<file path="src/rtl/pulse_sched.sv">
// Radar pulse scheduler: steps through a stagger table of (pw, pri, rep) entries,
// emitting rep+1 PRIs per entry with a pulse of pw clocks at the head of each PRI.
// Ports:
//   clk, rst_n              clock, async active-low reset
//   cfg_we/addr/pw/pri/rep  table write port (accepted only outside RUN)
//   num_entries, loop_en    dwell length (sampled at start) and wrap control
//   start, abort            dwell control
//   pulse_out, pri_strobe   pulse and PRI-start marker
//   pw_out, pri_out, entry_idx  active entry parameters and index
//   busy, done              RUN indicator and one-cycle completion pulse
module pulse_sched #(
  parameter int unsigned DEPTH = 8,
  parameter int unsigned PW_W  = 4,
  parameter int unsigned PRI_W = 8,
  parameter int unsigned REP_W = 4
) (
  input  logic                              clk,
  input  logic                              rst_n,
  input  logic                              cfg_we,
  input  logic [$clog2(DEPTH)-1:0]          cfg_addr,
  input  logic [PW_W-1:0]                   cfg_pw,
  input  logic [PRI_W-1:0]                  cfg_pri,
  input  logic [REP_W-1:0]                  cfg_rep,
  input  logic [$clog2(DEPTH):0]            num_entries,
  input  logic                              loop_en,
  input  logic                              start,
  input  logic                              abort,
  output logic                              pulse_out,
  output logic                              pri_strobe,
  output logic [PW_W-1:0]                   pw_out,
  output logic [PRI_W-1:0]                  pri_out,
  output logic [$clog2(DEPTH)-1:0]          entry_idx,
  output logic                              busy,
  output logic                              done
);

  localparam int unsigned AW = $clog2(DEPTH);
  localparam int unsigned NW = AW + 1;

  localparam logic [1:0] S_IDLE = 2'd0;
  localparam logic [1:0] S_RUN  = 2'd1;
  localparam logic [1:0] S_DONE = 2'd2;

  logic [1:0]       state_q, state_d;
  logic [PRI_W-1:0] cnt_q, cnt_d;
  logic [REP_W-1:0] rep_q, rep_d;
  logic [AW-1:0]    idx_q, idx_d;
  logic [NW-1:0]    n_q, n_d;
  logic [PW_W-1:0]  pw_q, pw_d;
  logic [PRI_W-1:0] pri_q, pri_d;
  logic             pulse_q, pulse_d;
  logic             strobe_q, strobe_d;
  logic             busy_q, busy_d;
  logic             done_q, done_d;
  logic             run_d;
  logic             tab_we_c;
  logic             last_entry_c;
  logic [AW-1:0]    nxt_idx_c;
  logic [NW-1:0]    n_clamp_c;

  logic [PW_W-1:0]  pw_tab_q  [DEPTH];
  logic [PRI_W-1:0] pri_tab_q [DEPTH];
  logic [REP_W-1:0] rep_tab_q [DEPTH];

  // Stagger table storage, cleared by reset.
  always_ff @(posedge clk or negedge rst_n) begin
    if (!rst_n) begin
      for (int i = 0; i < int'(DEPTH); i++) begin
        pw_tab_q[i]  <= '0;
        pri_tab_q[i] <= '0;
        rep_tab_q[i] <= '0;
      end
    end else if (tab_we_c) begin
      pw_tab_q[cfg_addr]  <= cfg_pw;
      pri_tab_q[cfg_addr] <= cfg_pri;
      rep_tab_q[cfg_addr] <= cfg_rep;
    end
  end

  assign nxt_idx_c    = idx_q + AW'(1);
  assign last_entry_c = (NW'(idx_q) + NW'(1)) >= n_q;
  assign n_clamp_c    = (num_entries > NW'(DEPTH)) ? NW'(DEPTH) : num_entries;

  // Next-state and next-output logic; outputs are registered from the *_d values
  // so pulse_out/pri_strobe track the state/counter that take effect at the same edge.
  always_comb begin
    state_d  = state_q;
    cnt_d    = cnt_q;
    rep_d    = rep_q;
    idx_d    = idx_q;
    n_d      = n_q;
    pw_d     = pw_q;
    pri_d    = pri_q;
    tab_we_c = 1'b0;

    case (state_q)
      S_IDLE: begin
        tab_we_c = cfg_we;
        if (start && (num_entries != '0)) begin
          state_d = S_RUN;
          n_d     = n_clamp_c;
          idx_d   = '0;
          cnt_d   = '0;
          rep_d   = '0;
          pw_d    = pw_tab_q[0];
          pri_d   = pri_tab_q[0];
        end
      end
      S_RUN: begin
        if (abort) begin
          state_d = S_IDLE;
          cnt_d   = '0;
          rep_d   = '0;
        end else if (cnt_q >= pri_q) begin
          cnt_d = '0;
          if (rep_q < rep_tab_q[idx_q]) begin
            rep_d = rep_q + REP_W'(1);
          end else if (!last_entry_c) begin
            idx_d = nxt_idx_c;
            rep_d = '0;
            pw_d  = pw_tab_q[nxt_idx_c];
            pri_d = pri_tab_q[nxt_idx_c];
          end else if (loop_en) begin
            idx_d = '0;
            rep_d = '0;
            pw_d  = pw_tab_q[0];
            pri_d = pri_tab_q[0];
          end else begin
            state_d = S_DONE;
            rep_d   = '0;
          end
        end else begin
          cnt_d = cnt_q + PRI_W'(1);
        end
      end
      S_DONE: begin
        tab_we_c = cfg_we;
        state_d  = S_IDLE;
      end
      default: state_d = S_IDLE;
    endcase

    run_d    = (state_d == S_RUN);
    pulse_d  = run_d && (32'(cnt_d) < 32'(pw_d));
    strobe_d = run_d && (cnt_d == '0);
    busy_d   = run_d;
    done_d   = (state_d == S_DONE);
  end

  // State, counters and registered outputs.
  always_ff @(posedge clk or negedge rst_n) begin
    if (!rst_n) begin
      state_q  <= S_IDLE;
      cnt_q    <= '0;
      rep_q    <= '0;
      idx_q    <= '0;
      n_q      <= '0;
      pw_q     <= '0;
      pri_q    <= '0;
      pulse_q  <= 1'b0;
      strobe_q <= 1'b0;
      busy_q   <= 1'b0;
      done_q   <= 1'b0;
    end else begin
      state_q  <= state_d;
      cnt_q    <= cnt_d;
      rep_q    <= rep_d;
      idx_q    <= idx_d;
      n_q      <= n_d;
      pw_q     <= pw_d;
      pri_q    <= pri_d;
      pulse_q  <= pulse_d;
      strobe_q <= strobe_d;
      busy_q   <= busy_d;
      done_q   <= done_d;
    end
  end

  assign pulse_out  = pulse_q;
  assign pri_strobe = strobe_q;
  assign pw_out     = pw_q;
  assign pri_out    = pri_q;
  assign entry_idx  = idx_q;
  assign busy       = busy_q;
  assign done       = done_q;

endmodule

</file>
<file path="config.mk">
export PLATFORM = sky130hd
export DESIGN_NAME = pulse_sched
export DESIGN_NICKNAME = d
export VERILOG_FILES = /design/src/rtl/pulse_sched.sv
export SDC_FILE = /design/constraint.sdc
export NUM_CORES = 1
export LEC_CHECK = 0
export ABC_AREA = 1
export CAP_MARGIN = 10
export CORE_MARGIN = 5
export CORE_UTILIZATION = 64
export DETAILED_ROUTE_END_ITERATION = 6
export PLACE_DENSITY_LB_ADDON = 0.3
export SLEW_MARGIN = 20
export SYNTH_ARGS = -nofsm -noshare
export SYNTH_HDL_FRONTEND = slang
export SYNTH_SLANG_ARGS = --single-unit
</file>
<file path="constraint.sdc">
create_clock -name clk -period 8.45 [get_ports clk]
set_input_delay 0.845 -clock clk [delete_from_list [all_inputs] [get_ports clk]]
set_output_delay 0.845 -clock clk [all_outputs]
set_load 0.01 [all_outputs]
</file>
* Word-level counts from Yosys, hierarchy flattened
Index checks and enable logic that the tools add are counted.
Storage, ports and cells: register bits 165, input port bits 29, output and inout port bits 19
Cells by class: $add $sub $neg 4, order comparisons 9, equality and inequality tests 10, muxes and demuxes 55, bitwise gates (word level) 3, reductions and logical operators 12
Operators with widths (count):
- 2-to-1 mux 8 bit | 12
- bitwise mux 32 bit | 2
- bitwise mux 64 bit | 1
- 2-to-1 mux 4 bit | 16
- one-hot mux 8 bit (2 select lines) | 2
- binary-select mux 4 bit (select 3 bit) | 2
- binary-select mux 8 bit (select 3 bit) | 1
- demux 8 bit (select 3 bit) | 1
- 2-to-1 mux 3 bit | 6
- one-hot mux 4 bit (2 select lines) | 2
- demux 4 bit (select 3 bit) | 1
- greater-or-equal comparator 4 bit (second input constant) | 3
- 2-to-1 mux 2 bit | 6
- inverter 3 -> 4 bit | 3
- adder 8 x 1 -> 8 bit (second input constant) | 1
- greater-or-equal comparator 8 bit | 1
- logical NOT 8 bit | 1
- < comparator 8 x 4 -> 1 bit | 1
- inequality test 2 bit (second input constant) | 4
- inequality test 3 bit (second input constant) | 2
- one-hot mux 3 bit (2 select lines) | 1
- AND reduction 6 bit | 1
- adder 3 x 1 -> 4 bit (second input constant) | 1
- adder 4 x 1 -> 4 bit (second input constant) | 1
- other kinds (16) | 21

* Depth between registers and ports, before layout
Gate-level depths: netlist of the first run.
depth after elaboration 12, gate-level depth with buffers 24, mapped depth without buffers 20

* Least setup slack after synthesis of the first run
Ideal clock, no wire load.
path type register to register, start register idx_q[0], in the netlist entry_idx[0], end register pulse_q, in the netlist pulse_out, setup time 77 ps, arrival time 3353 ps, data required time 8373 ps, slack 5019 ps, cell stages (with the launch flop) 22, path buffers 5, period minus slack after synthesis 3431 ps, path through dfrtp_1 -> buf_4 -> buf_6 -> buf_2 -> buf_2 -> clkbuf_1 -> o21ai_0 -> o211ai_1 -> o21ai_0 -> ha_1 -> a21oi_1 -> nand2_4 -> nand3_4 -> inv_1 -> o211ai_1 -> o211ai_1 -> o21ai_0 -> inv_1 -> ha_1 -> a21oi_1 -> nand3_1 -> a21oi_1
On the way: word-level cells in the longest chain between the ends 12
RTL lines:
- from (decl) | RTL line 47 | logic [AW-1:0] idx_q, idx_d;
- from (signal assigned) | RTL line 168 | idx_q <= idx_d;
- adder 3 x 1 -> 3 bit | RTL line 80 | assign nxt_idx_c = idx_q + AW'(1);
- inverter 3 -> 4 bit (implied by the code) | RTL line 121 | pw_d = pw_tab_q[nxt_idx_c];
- binary-select mux 4 bit (select 3 bit) | RTL line 121
- 2-to-1 mux 4 bit (implied by the code) (2 in a row) | RTL line 121
- 2-to-1 mux 4 bit | RTL line 118 | end else if (!last_entry_c) begin
- 2-to-1 mux 4 bit * | RTL line 116 | if (rep_q < rep_tab_q[idx_q]) begin
- 2-to-1 mux 4 bit * | RTL line 114 | end else if (cnt_q >= pri_q) begin
- 2-to-1 mux 4 bit * | RTL line 110 | if (abort) begin
- one-hot mux 4 bit (2 select lines) * | RTL line 96 | case (state_q)
- net pw_d[3] | RTL line 49 | logic [PW_W-1:0] pw_q, pw_d;
- < comparator 8 x 4 -> 1 bit * | RTL line 144 | pulse_d = run_d && (32'(cnt_d) < 32'(pw_d));
- logical AND 1 bit * | RTL line 144
- net pulse_d | RTL line 51 | logic pulse_q, pulse_d;
- to (signal assigned) | RTL line 172 | pulse_q <= pulse_d;
- to (decl) | RTL line 51
Mark *: on every way through the listed nets, which the timed path passes. The rest lies on a longest branch. The select of a mux whose other input is x is not followed. A chain may end at the register's enable or synchronous reset.

* Final worst setup path of the first run
start register idx_q[1], in the netlist entry_idx[1], end register pri_q[6], in the netlist pri_out[6]
On the way: word-level cells in the longest chain between the ends 10
RTL lines:
- adder 3 x 1 -> 3 bit | RTL line 80
- inverter 3 -> 4 bit (implied by the code) | RTL line 122 | pri_d = pri_tab_q[nxt_idx_c];
- binary-select mux 8 bit (select 3 bit) | RTL line 122
- 2-to-1 mux 8 bit (implied by the code) (2 in a row) | RTL line 122
- 2-to-1 mux 8 bit | RTL line 118
- 2-to-1 mux 8 bit | RTL line 116
- 2-to-1 mux 8 bit | RTL line 114
- 2-to-1 mux 8 bit | RTL line 110
- one-hot mux 8 bit (2 select lines) | RTL line 96
- to (signal assigned) | RTL line 171 | pri_q <= pri_d;
- to (decl) | RTL line 50 | logic [PRI_W-1:0] pri_q, pri_d;
Parallel ways exist; a longest one is shown, timed or not. The select of a mux whose other input is x is not followed.

==> results of run 1 <==
## registers in the layout, indices dropped and copies added, names as in the netlist
name and count:
rep_q 4, busy 1, state_q 2, pri_out 8, n_q 4, done 1, pw_out 4, pri_strobe 1
entry_idx 3, rep_tab_q 32, pulse_out 1, cnt_q 8, pw_tab_q 32, pri_tab_q 64
## final timing paths
path	startpoint	end	depth (start not counted)
max	entry_idx[1]$_DFFE_PN0P_	pri_out[6]$_DFFE_PN0P_	11
min	rst_n	pri_tab_q[20]$_DFFE_PN0P_	1
max reg2reg	entry_idx[1]$_DFFE_PN0P_	pri_out[6]$_DFFE_PN0P_	11
min reg2reg	pri_tab_q[27]$_DFFE_PN0P_	pri_tab_q[27]$_DFFE_PN0P_	2
max in group asynchronous	rst_n	rep_tab_q[7]$_DFFE_PN0P_	3
min in group clk	pri_tab_q[27]$_DFFE_PN0P_	pri_tab_q[27]$_DFFE_PN0P_	2
## power by group
part / switching (uW) / internal, uW
Combinational: 778 / 458
Clock: 308 / 430
Sequential: 160 / 1050
## layer usage
layer | part of all wire | up-vias | track usage
met1 | 0.42 | 3345 | 0.383
met2 | 0.48 | 263 | 0.474
met4 | 0.029 | 0 | 0.113
li1 | - | 3357 | -
met3 | 0.070 | 49 | 0.0682
met5 | 0 | - | 0
## critical path: stages (launching register included)
cell	delay, ns
sky130_fd_sc_hd__dfrtp_1	0.53
sky130_fd_sc_hd__ha_1	0.29
sky130_fd_sc_hd__xnor2_2	0.62
sky130_fd_sc_hd__inv_1	0.52
sky130_fd_sc_hd__ha_1	0.43
sky130_fd_sc_hd__nand4_1	0.09
sky130_fd_sc_hd__nand3_1	0.24
sky130_fd_sc_hd__nor2_1	0.86
sky130_fd_sc_hd__o21ai_0	0.20
sky130_fd_sc_hd__o21ai_0	0.16
sky130_fd_sc_hd__nand2_1	0.10
sky130_fd_sc_hd__o21ai_1	0.13
## final cells by class
type,count,area share
clock inverter,7,0.00767
timing repair buffer,56,0.0602
sequential,165,0.444
tap,172,0.0232
clock buffer,25,0.0522
inverter,115,0.0465
multi-input combinational,669,0.366
## cells in the final DEF, fill, tap and decap left out, drive strengths merged
cell,count
a22o,1
o21a,2
o221ai,2
nor2,55
o211ai,10
clkdlybuf4s50,46
inv,116
clkinv,5
buf,10
xor2,3
nand3b,1
bufinv,1
a32oi,2
a32o,1
clkbuf,25
nand2,207
ha,21
a31o,1
o31ai,3
dfrtp,165
nor3b,1
xnor2,2
a21oi,76
nand3,36
o21ai,221
nand4,5
or2,7
nor3,2
o21bai,3
o311ai,1
o22ai,6
## metrics by stage
step                      utilization  power, uW
after floorplan                     -       2070
after CTS                       0.737       3170
after detailed placement        0.692       2420
final                           0.739       3180
after global routing            0.739       3430
after global placement          0.692       2370
## cell families after synthesis
group                      share of synthesized area
xor gates and xnor gates                     0.00626
buffers and inverters                         0.0826
DFF                                            0.504
and+or+nand+nor                                0.160
adders and majority gates                     0.0321
AOI/OAI and AO/OA                              0.214
==> flow_summary.json, run 1 <==
{
  "status": "finished, final reports clean",
  "cp-start-kind": "register",
  "critical_path_class": "register to register",
  "cts-buffers-inserted": 17,
  "grt_max_degree": 85,
  "sequential_cell_area_mm2": 0.00413,
  "vdd_drop_max_v": 0.000195,
  "initial_core_utilization": 0.652,
  "synth_top_cell_by_area": "sky130_fd_sc_hd__dfrtp_1",
  "layout_min_cycle_time_ns": 4.27,
  "post_synth_main_area_contributors": "sky130_fd_sc_hd__dfrtp_1, sky130_fd_sc_hd__o21ai_0, sky130_fd_sc_hd__nand2_1",
  "postCtsResizedCells": 0,
  "place.gp.congestion": 0.870,
  "cts_hold_repair.buffers": 0,
  "drt_drc_violations_left": 0,
  "worstSetupEndpointType": "register",
  "synth_top_cells_by_count": "sky130_fd_sc_hd__o21ai_0, sky130_fd_sc_hd__nand2_1, sky130_fd_sc_hd__dfrtp_1",
  "cts_root_buf": "sky130_fd_sc_hd__clkbuf_16",
  "r2r_slack_ns": 4.18,
  "port_buffers": 47,
  "placementRows": 41,
  "synth_edf_count": 0,
  "timing.final.crit_share": 0.505,
  "vias": 7014,
  "grt_antenna_before_repair": 0,
  "tightest_slew_ns": 1.03,
  "power_per_cell_area_mw_per_mm2": 342,
  "synth_top_area_share": 0.504,
  "finalNetCount": 1074,
  "tritoncts": "built",
  "finalHoldViolCount": 0,
  "finish.cell_count_without_fillers": 1209,
  "flops_latches_synth": 165,
  "post-dp-hpwl_um": 13100,
  "wirelength_um": 20700,
  "layout_setup_ws_ns": 4.18,
  "synth.avg_cell_area_um2": 8.18,
  "routed_via_density": 5.80,
  "post_cts_buffers": 0,
  "synth_nets": 1051,
  "most_instantiated_flip_flop_cell_in_the_synthesis_netlist": "sky130_fd_sc_hd__dfrtp_1",
  "drt-pass1-iter-count": 5,
  "synthesis.instances": 1001,
  "grt_setup_unrepaired": "no",
  "synth.yosys.seq_area_share": 0.504,
  "cp_max_fo": 18,
  "cell_area_after_placement_mm2": 0.00870,
  "netlist-cell-type-count": 42,
  "chipHeight_um": 123,
  "dpl.cell_count": 1176,
  "cp_data_required_time_ns": 8.80,
  "globalRouteTotalUtil": 0.292,
  "cp.arrival_ns": 4.62,
  "setup_violations": 0,
  "ctsHtreeMaxLevel": 4,
  "drive_gt1_frac": 0.0714,
  "clk_pin_slew_worst_paths_ns": 0.06,
  "max_cap_violations": 0,
  "final_max_slew_violation_count": 0,
  "final.hold.worst_slack_ns": 0.462,
  "wire_per_inst_um": 17.1,
  "slew_headroom": 0.313,
  "grt_overflow": 0,
  "fp.dieArea_mm2": 0.0152,
  "floorplan.io_pins": 48,
  "global_route_wire_length_before_repair_um": 34300,
  "final_design_area_no_fill_mm2": 0.00929,
  "fin_setup_tns_ns": 0,
  "asyncSetResetFlopFracSynth": 1.00,
  "num_antenna_cells": 0,
  "synth_warnings": 0,
  "power.leakage_uw": 0.00438,
  "cts_num_sinks": 165,
  "synthToLayoutAreaGrowth_pct": 13.5,
  "max-clock-path-buffers": 2,
  "clock_latency_ns": 0.43,
  "chipWidth_um": 123,
  "most_frequent_cell_after_synthesis": "sky130_fd_sc_hd__o21ai_0",
  "drt.antenna.violating_nets": 0,
  "fin_skew_ns": 0.0117,
  "core_mm2": 0.0126,
  "multiInputGateArea_mm2": 0.00340,
  "clock.fmax_mhz": 234,
  "placement.setup.worst_slack_ns": 4.23,
  "number_of_global_route_vias_before_repair": 6922,
  "min-delay-path-class": "input pin to asynchronous set/reset pin",
  "drt_iter0_markers": 854,
  "post_synthesis_cell_area_mm2": 0.00819,
  "layout.filler_cells": 962
}
(Power assumes the default switching activity.)
==> run 2, diff against run 1 <==
--- a/config.mk
+++ b/config.mk
@@ -8,7 +8,7 @@
 export ABC_AREA = 1
 export CAP_MARGIN = 10
 export CORE_MARGIN = 5
-export CORE_UTILIZATION = 64
+export CORE_UTILIZATION = 60
 export DETAILED_ROUTE_END_ITERATION = 6
 export PLACE_DENSITY_LB_ADDON = 0.3
 export SLEW_MARGIN = 20
==> constraint.sdc (replaced) <==
create_clock -name clk -period 4 [get_ports clk]
set_input_delay 0.4 -clock clk [delete_from_list [all_inputs] [get_ports clk]]
set_output_delay 0.4 -clock clk [all_outputs]
set_load 0.01 [all_outputs]
==> flow_summary.json, run 2 (same netlist as run 1, synthesis figures left out) <==
{
  "status": "finished, final reports clean",
  "grt_overflow": 0,
  "mostFrequentLayoutCells": "sky130_fd_sc_hd__o21ai_0, sky130_fd_sc_hd__nand2_1, sky130_fd_sc_hd__dfrtp_1",
  "max-clock-path-buffers": 2,
  "worstSetupEndpointType": "register",
  "cts_root_buf": "sky130_fd_sc_hd__clkbuf_16",
  "finalHoldViolCount": 0,
  "chipWidth_um": 127,
  "cp.arrival_ns": 3.70,
  "cts_num_sinks": 165,
  "port_buffers": 47,
  "timing.critical_path.slowest_stage_cell": "sky130_fd_sc_hd__dfrtp_2",
  "initial_core_utilization": 0.616,
  "layout.filler_cells": 1040,
  "drt-pass1-iter-count": 5,
  "num_antenna_cells": 0,
  "grt_max_degree": 73,
  "chipHeight_um": 127,
  "global_route_wire_length_before_repair_um": 34600,
  "vias": 7051,
  "synthToLayoutAreaGrowth_pct": 15.1,
  "cts-buffers-inserted": 17,
  "placementRows": 42,
  "max_cap_violations": 0,
  "post-dp-hpwl_um": 12800,
  "wirelength_um": 20700,
  "drt_iter0_markers": 662,
  "routed_via_density": 5.77,
  "cp_data_required_time_ns": 4.36,
  "utilization": 0.709,
  "largest_register_ff_count": 64,
  "path_cells": "ha_1, xnor2_2, inv_1, buf_4, ha_1, nand4_1, nand3_1, o211ai_1, o211ai_1, o211ai_1, o21ai_0, inv_1, ha_1, a21oi_1, nand3_1, a21oi_1",
  "core_mm2": 0.0133,
  "floorplan.io_pins": 48,
  "drt_drc_violations_left": 0,
  "final_max_slew_violation_count": 0,
  "cp-start-kind": "register",
  "largest_registers": "pri_tab_q: 64 flops, pw_tab_q: 32 flops, rep_tab_q: 32 flops",
  "timing.final.crit_share": 0.834,
  "cell_area_after_placement_mm2": 0.00877,
  "number_of_global_route_vias_before_repair": 6777,
  "min-delay-path-class": "register to register",
  "report.power.total_uw": 7030,
  "grt_antenna_before_repair": 0,
  "cp-startpoint": "entry_idx[0]$_DFFE_PN0P_",
  "drive_gt1_frac": 0.0794,
  "power_per_cell_area_mw_per_mm2": 745,
  "place.gp.congestion": 0.892,
  "layout_setup_ws_ns": 0.665,
  "cp_max_fo": 32,
  "sequential_cell_area_mm2": 0.00413,
  "tritoncts": "built",
  "vdd_drop_max_v": 0.000540,
  "clock.fmax_mhz": 300,
  "ctsHtreeMaxLevel": 4,
  "globalRouteTotalUtil": 0.271,
  "clock_latency_ns": 0.43,
  "fp.dieArea_mm2": 0.0161,
  "slew_headroom": 0.275,
  "largest-register": "pri_tab_q",
  "clk_pin_slew_worst_paths_ns": 0.07,
  "multiInputGateArea_mm2": 0.00340,
  "drt.antenna.violating_nets": 0,
  "critical-path-max-stage-delay_ns": 0.69,
  "mostFrequentLayoutCell": "sky130_fd_sc_hd__o21ai_0",
  "placement.setup.worst_slack_ns": 0.710,
  "reg2reg_start": "entry_idx[0]$_DFFE_PN0P_",
  "finalNetCount": 1082,
  "tightest_slew_ns": 1.08,
  "final_design_area_no_fill_mm2": 0.00943,
  "hold_path_startpoint": "pri_tab_q[51]$_DFFE_PN0P_",
  "layout_min_cycle_time_ns": 3.34,
  "power.leakage_uw": 0.00445,
  "setup_violations": 0,
  "wire_per_inst_um": 17.0,
  "fin_skew_ns": 0.00647,
  "grt_setup_unrepaired": "no",
  "fin_setup_tns_ns": 0,
  "critical_path_class": "register to register",
  "post_cts_buffers": 0
}
## run 2: cell count changes in the layout (fill, tap and decap cells not counted), sizes merged
| cell | before | now |
|---|---|---|
| buf | 10 | 17 |
| bufinv | 1 | 5 |
| clkbuf | 25 | 20 |
| inv | 116 | 117 |
| dlygate4sd3 | 0 | 1 |
## run 2: layout make-up
type                       instances  share of cell area
inverter                         115              0.0458
timing repair buffer              64              0.0638
sequential                       165               0.438
clock buffer                      20              0.0474
clock inverter                    12              0.0212
tap                              176              0.0234
multi-input combinational        669               0.360
## run 2: path summary, 6_finish.rpt
path | cells after the start | slack [ns] | end
worst max-delay path | 16 | 0.66 | pulse_out$_DFF_PN0_
worst min-delay path | 2 | 0.48 | pri_tab_q[51]$_DFFE_PN0P_
worst max register to register | 16 | 0.66 | pulse_out$_DFF_PN0_
worst min register to register | 2 | 0.48 | pri_tab_q[51]$_DFFE_PN0P_
max in group asynchronous | 3 | 2.57 | pri_tab_q[55]$_DFFE_PN0P_
min in group asynchronous | 2 | 0.55 | rep_tab_q[9]$_DFFE_PN0P_
## run 2: what timing repair did
| action | 4_1_cts | 5_1_grt |
|---|---|---|
| endpoints found under the hold margin | 2 | 0 |
| hold buffers | 1 | 0 |
| resized for setup | 0 | 0 |
## run 2: metal layers
| layer | part of all wire | track usage | up-vias | routed length (um) |
|---|---|---|---|---|
| li1 | - | - | 3377 | - |
| met1 | 0.43 | 0.370 | 3398 | 8880 |
| met2 | 0.49 | 0.446 | 235 | 10200 |
| met3 | 0.059 | 0.0555 | 41 | 1230 |
| met4 | 0.018 | 0.0732 | 0 | 380 |
| met5 | 0 | 0 | - | 0 |
## run 2: where the power goes
part / total (uW) / leakage [uW] / switching [uW] / internal, uW
registers: 2570 / 0.00209 / 357 / 2210
clock network: 1810 / 0.000319 / 683 / 1130
logic: 2650 / 0.00204 / 1660 / 991
## run 2: metrics by stage
| step | hold WS (ns) | std cells |
|---|---|---|
| finish | 0.478 | 1221 |
| global route | 0.498 | 1221 |
| CTS | 0.484 | 1221 |
| detailed placement | 0.447 | 1188 |
| global placement | 0.452 | 1188 |
| floorplan | 0.104 | 1001 |
## run 2: worst max-delay path, delay by kind of cell, from the launching register on
family	cells	cell delay (ns)
XOR/XNOR	1	0.13
AO/OA/AOI/OAI	6	0.76
buffers and inverters	3	0.34
flip-flops	1	0.69
adder cells (fa/ha/maj)	3	0.89
AND/OR/NAND/NOR	3	0.47
